<file path="config.mk">
export PLATFORM = sky130hd
export DESIGN_NAME = matrix_row_scanner
export DESIGN_NICKNAME = d
export VERILOG_FILES = /design/src/rtl/matrix_row_scanner_pkg.sv /design/src/rtl/matrix_row_scanner_dbuf.sv /design/src/rtl/matrix_row_scanner.sv
export SDC_FILE = /design/constraint.sdc
export NUM_CORES = 1
export LEC_CHECK = 0
export ABC_AREA = 1
export ABC_CLOCK_PERIOD_IN_PS = 2300
export CAP_MARGIN = 30
export CELL_PAD_IN_SITES_DETAIL_PLACEMENT = 0
export CELL_PAD_IN_SITES_GLOBAL_PLACEMENT = 1
export CORE_ASPECT_RATIO = 1.1
export CORE_MARGIN = 4
export CORE_UTILIZATION = 45
export DETAILED_ROUTE_END_ITERATION = 10
export PLACE_DENSITY_LB_ADDON = 0.1
export SLEW_MARGIN = 25
export SYNTH_ARGS = -nofsm -noshare
export SYNTH_HDL_FRONTEND = slang
export SYNTH_SLANG_ARGS = --single-unit
export TNS_END_PERCENT = 5
</file>
<file path="constraint.sdc">
create_clock -name clk -period 2.3 [get_ports clk]
set_clock_uncertainty 0.1 [all_clocks]
set_input_delay 0.345 -clock clk [delete_from_list [all_inputs] [get_ports clk]]
set_output_delay 0.345 -clock clk [all_outputs]
set_load 0.03 [all_outputs]
</file>
<file path="src/rtl/matrix_row_scanner_pkg.sv">
// matrix_scan_pkg
// Shared types and geometry for the 8x8 LED matrix row scanner.
//   scan_state_t : scan FSM state encoding
//   ROWS / ROW_W : matrix rows and row-index width
//   COL_W        : column pattern width
package matrix_scan_pkg;

   localparam int ROWS  = 8;
   localparam int ROW_W = 3;
   localparam int COL_W = 8;

   typedef enum logic [1:0] {
      IDLE  = 2'd0,
      BLANK = 2'd1,
      DRIVE = 2'd2
   } scan_state_t;

endpackage

</file>
<file path="src/rtl/matrix_row_scanner_dbuf.sv">
// frame_dbuf
// Double-buffered 8x8 frame store. Writes always land in the back bank,
// reads always come from the front bank; swap flips which bank is front.
// No data is copied on a swap, so the new back bank holds the frame
// before last.
// Ports:
//   clk, rst_n      : clock, synchronous active-low reset (clears both banks)
//   wr_en/wr_row/wr_data : write port into the back bank
//   swap            : toggle front select on this edge
//   rd_row/rd_data  : combinational read of the front bank
module frame_dbuf
   import matrix_scan_pkg::*;
(
   input  logic             clk,
   input  logic             rst_n,
   input  logic             wr_en,
   input  logic [ROW_W-1:0] wr_row,
   input  logic [COL_W-1:0] wr_data,
   input  logic             swap,
   input  logic [ROW_W-1:0] rd_row,
   output logic [COL_W-1:0] rd_data
);

   logic [COL_W-1:0] bank0 [ROWS];
   logic [COL_W-1:0] bank1 [ROWS];
   logic             front_sel;

   // The write uses the pre-swap select, so a write on the swap edge goes
   // into the bank that is becoming back, i.e. shows up next frame.
   always_ff @(posedge clk) begin
      if (!rst_n) begin
         front_sel <= 1'b0;
         for (int i = 0; i < ROWS; i++) begin
            bank0[i] <= '0;
            bank1[i] <= '0;
         end
      end else begin
         if (swap)
            front_sel <= ~front_sel;
         if (wr_en) begin
            if (front_sel)
               bank0[wr_row] <= wr_data;
            else
               bank1[wr_row] <= wr_data;
         end
      end
   end

   assign rd_data = front_sel ? bank1[rd_row] : bank0[rd_row];

endmodule

</file>
<file path="src/rtl/matrix_row_scanner.sv">
// matrix_row_scanner
// Row scan controller for an 8x8 LED matrix feeding a 3-to-8 row decoder.
// Each row gets BLANK_CYCLES of blanking then DWELL_CYCLES of drive.
// Ports:
//   clk, rst_n      : clock, synchronous active-low reset
//   en              : scan enable (level)
//   wr_en/wr_row/wr_data : back-buffer write port
//   commit          : request back/front swap at the next frame boundary
//   addr, nen       : decoder row index and active-low enable
//   col_data        : column pattern of the driven row (0 while blanking)
//   frame_done      : one-cycle pulse when row 7 drive ends
//   swap_pending    : commit latched, not yet applied
//
// state | meaning
// IDLE  | scan off, decoder disabled, pending commit applied at once
// BLANK | decoder disabled, addr holds upcoming row
// DRIVE | decoder enabled on addr, col_data = front[addr]
module matrix_row_scanner
   import matrix_scan_pkg::*;
#(
   parameter int DWELL_CYCLES = 1000,
   parameter int BLANK_CYCLES = 4
) (
   input  logic             clk,
   input  logic             rst_n,
   input  logic             en,
   input  logic             wr_en,
   input  logic [ROW_W-1:0] wr_row,
   input  logic [COL_W-1:0] wr_data,
   input  logic             commit,
   output logic [ROW_W-1:0] addr,
   output logic             nen,
   output logic [COL_W-1:0] col_data,
   output logic             frame_done,
   output logic             swap_pending
);

   localparam int CNT_MAX = (DWELL_CYCLES > BLANK_CYCLES) ? DWELL_CYCLES : BLANK_CYCLES;
   localparam int CNT_W   = $clog2(CNT_MAX + 1);

   localparam logic [CNT_W-1:0] DWELL_LD = CNT_W'(DWELL_CYCLES - 1);
   localparam logic [CNT_W-1:0] BLANK_LD = CNT_W'(BLANK_CYCLES - 1);
   // Leaving IDLE spends one extra blank cycle: the edge that samples en
   // already shows blanking, and the first row still needs BLANK_CYCLES
   // more before the decoder is enabled.
   localparam logic [CNT_W-1:0] FIRST_LD = CNT_W'(BLANK_CYCLES);

   scan_state_t      state_q, state_d;
   logic [CNT_W-1:0] cnt_q, cnt_d;
   logic [ROW_W-1:0] row_d;
   logic             frame_end;
   logic             swap;
   logic             pending_d;
   logic             nen_d;
   logic [COL_W-1:0] col_d;
   logic [COL_W-1:0] front_data;
   logic             tc;

   frame_dbuf u_dbuf (
      .clk     (clk),
      .rst_n   (rst_n),
      .wr_en   (wr_en),
      .wr_row  (wr_row),
      .wr_data (wr_data),
      .swap    (swap),
      .rd_row  (row_d),
      .rd_data (front_data)
   );

   assign tc = (cnt_q == '0);

   always_comb begin
      state_d   = state_q;
      cnt_d     = cnt_q;
      row_d     = addr;
      frame_end = 1'b0;
      case (state_q)
         IDLE: begin
            row_d = '0;
            if (en) begin
               state_d = BLANK;
               cnt_d   = FIRST_LD;
            end
         end
         BLANK: begin
            if (!en) begin
               state_d = IDLE;
               cnt_d   = '0;
               row_d   = '0;
            end else if (tc) begin
               state_d = DRIVE;
               cnt_d   = DWELL_LD;
            end else begin
               cnt_d = cnt_q - 1'b1;
            end
         end
         DRIVE: begin
            if (!en) begin
               state_d = IDLE;
               cnt_d   = '0;
               row_d   = '0;
            end else if (tc) begin
               state_d   = BLANK;
               cnt_d     = BLANK_LD;
               row_d     = addr + 1'b1;
               frame_end = (addr == ROW_W'(ROWS - 1));
            end else begin
               cnt_d = cnt_q - 1'b1;
            end
         end
         default: begin
            state_d = IDLE;
            cnt_d   = '0;
            row_d   = '0;
         end
      endcase
   end

   // A commit on the boundary edge itself is folded into that swap.
   always_comb begin
      swap      = ((state_q == IDLE) && swap_pending) ||
                  (frame_end && (swap_pending || commit));
      pending_d = swap ? ((state_q == IDLE) && commit) : (swap_pending || commit);
      nen_d     = (state_d != DRIVE);
      col_d     = nen_d ? '0 : front_data;
   end

   always_ff @(posedge clk) begin
      if (!rst_n) begin
         state_q      <= IDLE;
         cnt_q        <= '0;
         addr         <= '0;
         nen          <= 1'b1;
         col_data     <= '0;
         frame_done   <= 1'b0;
         swap_pending <= 1'b0;
      end else begin
         state_q      <= state_d;
         cnt_q        <= cnt_d;
         addr         <= row_d;
         nen          <= nen_d;
         col_data     <= col_d;
         frame_done   <= frame_end;
         swap_pending <= pending_d;
      end
   end

endmodule

</file>
-- Word level (Yosys, flattened, before mapping)
Memory sizes are Yosys's and may differ from the RTL's.
Cells that the tools add are included.
W data, S select, Z words.
- memory bits (writable): 128
- output and inout bits: 14
- input port bits: 16
- bits in registers: 27
- word-level logic and storage cells: 65
- memories kept: 2
- memories (memory ; words ; bits a word ; rd ports ; clocked after memory_dff ; wr ports ; RTL line ; source):
    u_dbuf.bank0 ; 8 ; 8 ; 1 ; 0 ; 8 ; matrix_row_scanner_dbuf.sv:24 ; logic [COL_W-1:0] bank0 [ROWS];
    u_dbuf.bank1 ; 8 ; 8 ; 1 ; 0 ; 8 ; matrix_row_scanner_dbuf.sv:25 ; logic [COL_W-1:0] bank1 [ROWS];
- bitwise operators: 2
- add/sub/neg operators: 2
- multiplexer cells: 36
- eq/ne operators: 5
- reductions and logical operators: 10
- operators with widths (kind ; count):
    $mux W10 ; 5
    $pmux W10 S3 ; 1
    $mux W8 ; 3
    $reduce_or A8 Y1 ; 2
    $mux W1 ; 15
    $mux W3 ; 5
    $logic_not A10 Y1 ; 1
    $mux W2 ; 5
    $sub A10 B1 Y10 const B ; 1
    $pmux W2 S3 ; 1
    $pmux W3 S2 ; 1
    $ne A2 B2 Y1 const B ; 2
    $add A3 B1 Y3 const B ; 1
    $eq A3 B3 Y1 const B ; 1
    $logic_and A1 B1 Y1 ; 3
    $eq A2 B1 Y1 const B ; 1
    $eq A2 B2 Y1 const B ; 1
    $logic_not A2 Y1 ; 1
    $logic_or A1 B1 Y1 ; 2
    $not A1 Y1 ; 2
    $reduce_or A2 Y1 ; 1

-- Depth between registers and ports, before layout
Gate-level depths: netlist of the first run.
- word-level depth: 7
- depth in mapped cells: 15
- mapped depth without buffers: 14

-- Cells and area by module
From an unflattened synthesis of the first run, not the netlist that was laid out.
- cells, all modules: 913
- area, all modules: 7729.9 µm²
- modules (own cells, without submodules) (module ; cells an instance ; instances ; area an instance (µm²)):
    frame_dbuf ; 709 ; 1 ; 6327.3
    matrix_row_scanner ; 204 ; 1 ; 1402.6

-- Worst setup path before layout of the first run
No wires, ideal clock.
- path kind: register to register
- from: reg u_dbuf.front_sel
- to: mem u_dbuf.bank0[0][0] (enable)
- slack: 0.347 ns
- data required time: 1.871 ns
- data arrival time: 1.524 ns
- clock period less this slack: 1.953 ns
- cell stages (with the launch flop): 5
- cells stage by stage: dfxtp_1 -> clkinv_1 -> nor3_2 -> nand4_1 -> nand2_1
- RTL lines (element ; RTL line ; source):
    start: declaration ; matrix_row_scanner_dbuf.sv:26 ; logic front_sel;
    start signal: assignment ; matrix_row_scanner_dbuf.sv:39 ; front_sel <= ~front_sel;
    end: declaration ; matrix_row_scanner_dbuf.sv:24 ;

-- Worst setup path after layout of the first run
- from: reg cnt_q[0]
- to: reg col_data[3]
- word-level cells in the longest chain between the ends: 6
- elaborated cells on any way between the ends: 14
- classes of those cells: 1 x eq/ne; 9 x mux; 2 x reduce/logical; 2 x memory
- ends and longest elaborated chain (element ; RTL line ; source):
    start: declaration ; matrix_row_scanner.sv:49 ; logic [CNT_W-1:0] cnt_q, cnt_d;
    start signal: assignment ; matrix_row_scanner.sv:139 ; cnt_q <= cnt_d;
    $logic_not A10 Y1 (*) ; matrix_row_scanner.sv:70 ; assign tc = (cnt_q == '0);
    $mux W3, or another cell as far along ; matrix_row_scanner.sv:102 ; end else if (tc) begin
    $mux W3, or another cell as far along ; matrix_row_scanner.sv:98 ; if (!en) begin
    $pmux W3 S2 / $pmux W2 S3 (equally long branches) ; matrix_row_scanner.sv:77 ; case (state_q)
    $mem_v2 Z8 W8, or another cell as far along ; n/a ;
    $mux W8 / $reduce_or A2 Y1 (equally long branches) ; n/a ;
    end signal: assignment ; matrix_row_scanner.sv:142 ; col_data <= col_d;
    end: declaration ; matrix_row_scanner.sv:33 ; output logic [COL_W-1:0] col_data,
Mark *: on every way between the ends. The rest lies on a longest branch, timed or not.
A chain may end at the register's enable or synchronous reset.

==> results of run 1 <==
synthesized netlist by cell type (6+ instances only):
cell        n
a21oi_1    20
buf_2      18
buf_6       6
clkbuf_1   14
dfxtp_1    27
edfxtp_1  128
ha_1        8
inv_1     119
inv_2       7
nand2_1   118
nand3_1   147
nand3b_1   41
nand4_1     8
nor2_1    143
o21ai_0    13
layer usage:
metal	vias to the layer above	share of wire, %
li1	2948	-
met1	2953	41
met2	272	50
met3	35	6.5
met4	0	2.3
met5	-	0
state kept, by name, indices dropped and copies added (netlist names):
register and count:
u_dbuf.bank0 64, u_dbuf.bank1 64, cnt_q 10, col_data 8, addr 3, state_q 2, frame_done 1, nen 1
swap_pending 1, u_dbuf.front_sel 1
report_power, final:
part	internal (µW)	total (µW)	switching [µW]
combinational	236	675	440
clock	1600	2750	1150
sequential	3150	3200	52.0
cell families (layout without fill, tap and decap cells):
group / after synthesis / count (layout)
AO/OA/AOI/OAI: 41 / 41
XOR/XNOR: 5 / 5
adder cells (fa/ha/maj): 8 / 8
buffers and inverters: 171 / 251
flip-flops: 155 / 155
AND/OR/NAND/NOR: 473 / 474
critical path, stage by stage (launching register included):
cell	delay (ns)
dfxtp_1	0.31
inv_1	0.07
ha_2	0.19
nand2_1	0.07
nor2_2	0.11
nand3_2	0.13
a21oi_4	0.20
buf_12	0.15
nand2_8	0.09
clkbuf_16	0.19
nand2_1	0.06
nand3_1	0.11
nand3_2	0.11
nand3_1	0.12
a21oi_1	0.14
through the flow:
| step | util [%] | worst slack (ns) | cell area [µm²] | setup TNS, ns |
|---|---|---|---|---|
| final | 56.97 | 0.08639 | 9430 | 0 |
| after global routing | 56.97 | -0.03354 | 9430 | -0.1593 |
| after CTS | 54.56 | 0.007212 | 9031 | 0 |
| after detailed placement | 51.07 | 0.02055 | 8454 | 0 |
| after global placement | 51.07 | 0.03312 | 8454 | 0 |
| after floorplan | - | 0.3471 | 7675 | 0 |
cell type report:
class                   count  area (µm²)  area share, %
clock buffers              18       429.2          4.551
clock inverters            14       147.6          1.566
inverters                 128       483.0          5.121
multi-input cells         528        2739          29.04
flip-flops and latches    155        4385          46.50
well taps                 204       255.2          2.707
repair buffers             91       991.0          10.51
worst max path at each step:
| stage | endpoint | slack [ns] |
|---|---|---|
| after floorplan | u_dbuf.bank0[0][0]$_SDFFCE_PN0P_ | 0.35 |
| after global placement | col_data[4]$_SDFF_PP0_ | 0.03 |
| after detailed placement | col_data[4]$_SDFF_PP0_ | 0.02 |
| after CTS | col_data[0]$_SDFF_PP0_ | 0.007 |
| after global routing | col_data[0]$_SDFF_PP0_ | -0.03 |
| final | col_data[3]$_SDFF_PP0_ | 0.09 |
repair_timing:
item	4_1_cts	5_1_grt
endpoints found under the setup margin	0	8
resized for setup	0	39
setup buffers	0	2
==> metrics, run 1 <==
status=finished, final reports clean; Remaining Overflow, GRT=0; Synth top area share=50.08%; Max Fclk=about 450 MHz; count of unique library cells instantiated by Yosys=35; Post-Syn Nets=877; adder-cell area share of the yosys netlist=under 10%; dpl cells=roughly 1100; Pwr Total=6632 µW; # rows=49; CTS Buffer Depth=2; Port Buffer Count=29; fin crit period=2.214 ns; Post-DP HPWL=~14 mm; main combinational cell family by area after synthesis=simple AND/OR/NAND/NOR gates; Compound-Gate Fraction of Synth Area=under 10%; routing usage on met3=roughly 3.7%; startpoint types=register; Warnings, synthesis=0; WHS Endpoint=cnt_q[0]$_SDFFE_PN0P_; Initial DRT Pass Iterations=6; Worst R2R Path Depth=14; VDD IR-drop max=roughly 0.00045 V; Die Y=~140 µm; total track usage=a little over a fifth; Area contributors post-synth=edfxtp_1 50%, nand3_1 9.6%, dfxtp_1 7.0%, nor2_1 7.0%, inv_1 5.8%; wire per inst=19.50 µm; CP Max Fanout=8; vias post-DR=6208; Hold Vio Cnt, Final=0; vias per inst=around 5.5; M2 GR Usage=37.36%; H-tree depth=4; Iteration-0 DRC Markers=about 560; Setup crit end kind=register; synth-to-layout area growth=22.87%; sequential area share after synthesis=a little under three fifths; Core Area=between 15000 and 20000 µm²; Pleak=around 0.0040 µW; commonest non-fill, non-tap cell in the layout=nor2_1; arrival time of the worst setup path=around 2.5 ns; worst hold slack=0.3713 ns; ys flop type=edfxtp_1; CP Class=register to register; first-pass GRT wire length=around 32 mm; Synth Instances=about 850; clock sink count=roughly 160; layout cells sized above 1=roughly 15%; Final Setup Violations=0; Post-Syn Area per Cell=around 9.0 µm²; DRC=0; XOR/XNOR share of the synthesized area=less than 1%; Critical Path RT=2.55 ns; worst r2r src=cnt_q[0]$_SDFFE_PN0P_; initial core utilization=between 40% and 50%; Clk pin slew, worst setup/hold paths=around 0.060 ns; Tightest Pin Transition=0.6791 ns; total CTS buffers=17; ANT nets after route=0; initial antenna violation count=0; largest net degree at the start of global routing=65; gr busiest metal=met2; post-synthesis simple-gate area fraction=between 20 and 30%; Non-Filler Instances=approximately 1100; Post-synth EDFFs=between 100 and 150; met1 GRT Util=approximately 28%; ys async rst share=0%; nets@finish=945; Min-Delay Startpoint=cnt_q[0]$_SDFFE_PN0P_; die span in x=approximately 130 µm; die area=slightly below 20000 µm²; vias in the first global route=around 5800; root buffer cell=clkbuf_16; Hold Crit Depth=2; Placer Congestion=0.8450; # IOs=30; most frequent cells in the layout=142 x nor2_1, 128 x edfxtp_1, 126 x nand3_1, 118 x inv_1, 115 x nand2_1; Clock Latency Late Sink=about 0.43 ns; Final period util=96.24%; number of max-cap violations=0; flop2flop setup slack=0.09 ns; CP Launch Point=cnt_q[0]$_SDFFE_PN0P_; Routed WL=between 20 and 25 mm; cell taking the most area after synthesis=edfxtp_1; mux share of post-synthesis cell area=0%; Hold Crit Class=register to register; Max Slew Vio Count=0; Layout fillers=between 1000 and 1500; CTS tree=done; Netlist Area Pre-Place=7675 µm²; P per Cell Area=between 700 and 800 nW/µm²; #FFs+latches synth=~160; ANT cells=0; hold_buf cts=0; reg2reg end=col_data[3]$_SDFF_PP0_; Max-slew headroom=a little over half
No activity file was read; power rests on OpenSTA's default activity.
==> inputs of run 2 (changes only) <==
ABC_CLOCK_PERIOD_IN_PS = 2800   (was 2300)
SKIP_LAST_GASP = 1   (was default)
SLEW_MARGIN = default   (was 25)
clock period = 2.8 ns   (was 2.3 ns; I/O delays follow)
==> run 2 against run 1 <==
  * Non-clock buffer count decreased by 29
  * Count of clock-buffer cells in the layout is 2 higher
  * Maximum frequency is 14% lower
  * Final cell count shrank 2.6%
  * Total power decreased by 18%
  * Die area unchanged
  * Register-to-register slack improved by 0.14 ns
  * Routed wire length fell by 7.1%
  * Largest cell class unchanged
  * Largest power group unchanged
==> metrics, run 2 (synthesis gave the netlist of run 1 again) <==
CP Class=register to register; Setup crit end kind=register; Hold Crit Class=register to register; dpl cells=~1100; Core Area=~17000 µm²; startpoint types=register; fin crit period=~2.6 ns; die span in x=132.5 µm; setup TNS=0 ns; Hold Vio Cnt, Final=0; Port Buffer Count=29; Final Setup Violations=0; Tightest Pin Transition=approximately 0.7 ns; status=finished, final reports clean; most frequent cells in the layout=146 x nand3_1, 143 x nor2_1, 128 x edfxtp_1, 119 x inv_1, 117 x nand2_1; Non-Filler Instances=1108; total track usage=21.63%; Max Fclk=between 300 and 400 MHz; largest net degree at the start of global routing=65; # rows=slightly below 50; total CTS buffers=17; Initial DRT Pass Iterations=5; nets@finish=915; Critical Path RT=~3.0 ns; Final period util=between 90% and 100%; layout cells sized above 1=roughly 9.0%; RSZ-0062 raised after global routing=false; worst setup margin=~0.22 ns; root buffer cell=clkbuf_16; Max-slew headroom=~53%; Placer Congestion=around 0.83; number of max-cap violations=0; CTS Buffer Depth=2; Routed WL=20.62 mm; pre-CTS WS=around 0.093 ns; Die Y=between 100 and 150 µm; Max Slew Vio Count=0; initial core utilization=approximately 46%; Remaining Overflow, GRT=0; Post-DP HPWL=approximately 14 mm; Iteration-0 DRC Markers=575; arrival time of the worst setup path=roughly 2.8 ns; P per Cell Area=approximately 620 nW/µm²; vias post-DR=between 5000 and 6000; vias in the first global route=a little under 6000; CTS tree=done; ANT cells=0; wire per inst=18.61 µm; Clk pin slew, worst setup/hold paths=0.06 ns; vias per inst=5.358; synth-to-layout area growth=15.19%; first-pass GRT wire length=32.22 mm; clock sink count=around 160; H-tree depth=4; ANT nets after route=0; commonest non-fill, non-tap cell in the layout=nand3_1; DRC=0; die area=about 19000 µm²; CP Max Fanout=17; Clock Latency Late Sink=around 0.42 ns; Pleak=roughly 0.0038 µW; biggest regs=u_dbuf.bank0 (64), u_dbuf.bank1 (64), cnt_q (10); VDD IR-drop max=about 0.00044 V; initial antenna violation count=0; # IOs=30
## run 2: cell types whose count changed in the layout (fill, tap and decap cells not counted), moves of 3 or more
| cell | delta |
|---|---|
| a21oi_2 | -3 |
| a21oi_1 | +3 |
| nand3_1 | +20 |
| nand3_2 | -19 |
| buf_6 | -3 |
| buf_12 | -7 |
| buf_4 | -11 |
| clkbuf_16 | -6 |
## run 2: metrics by stage
stage | utilization [%] | hold WS [ns] | cell area, µm² | total power, µW
6_report | 53.41 | 0.3741 | 8841 | 5438
5_1_grt | 53.41 | 0.4020 | 8841 | 5646
4_1_cts | 53.38 | 0.3841 | 8836 | 5480
3_5_place_dp | 49.85 | 0.3748 | 8252 | 3200
3_3_place_gp | 49.85 | 0.3556 | 8252 | 3191
2_1_floorplan | - | 0.3453 | 7675 | 3005
## run 2: final timing paths
kind	cells after the start	endpoint	start	slack, ns
worst min register to register	2	cnt_q[0]$_SDFFE_PN0P_	cnt_q[0]$_SDFFE_PN0P_	0.37
worst max register to register	15	col_data[6]$_SDFF_PP0_	cnt_q[0]$_SDFFE_PN0P_	0.22
worst max-delay path	15	col_data[6]$_SDFF_PP0_	cnt_q[0]$_SDFFE_PN0P_	0.22
worst min-delay path	2	cnt_q[0]$_SDFFE_PN0P_	cnt_q[0]$_SDFFE_PN0P_	0.37
## run 2: where the power goes
group / leakage (µW) / total [µW] / internal [µW] / switching (µW)
combinational: 0.00195 / 512 / 172 / 340
sequential: 0.00154 / 2640 / 2590 / 50.6
clock: 0.000272 / 2290 / 1390 / 892
## run 2: layer usage
| layer | up-vias | global-route usage [%] | wire length, µm |
|---|---|---|---|
| li1 | 2884 | - | - |
| met1 | 2864 | 28.93 | 9107 |
| met2 | 165 | 36.24 | 10080 |
| met3 | 24 | 4.051 | 1073 |
| met4 | 0 | 5.925 | 350 |
| met5 | - | 0 | 0 |
## run 2: area by class of cell
| type | count | area (µm²) |
|---|---|---|
| clock buffers | 20 | 436.7 |
| clock inverters | 12 | 147.6 |
| fillers | 1533 | 7712 |
| inverters | 128 | 481.7 |
| multi-input cells | 527 | 2581 |
| flip-flops and latches | 155 | 4384 |
| well taps | 204 | 255.2 |
| repair buffers | 62 | 554.3 |
## run 2: what timing repair did
item	4_1_cts	5_1_grt
endpoints found under the hold margin	0	0
resized for setup	0	2
buffers inserted	0	0
setup endpoints to repair	0	4
hold buffers	0	0
## run 2: worst max-delay path, stage by stage (launching register included)
cell,delay [ns]
dfxtp_1,0.31
inv_1,0.11
ha_1,0.21
nand2_1,0.07
nor2_1,0.17
nand3_2,0.14
clkinv_1,0.13
nand2_1,0.06
nand2_1,0.07
nand2_2,0.06
clkinv_2,0.22
buf_6,0.22
nand3_1,0.13
nand3_1,0.09
nand3_1,0.14
a21oi_1,0.24
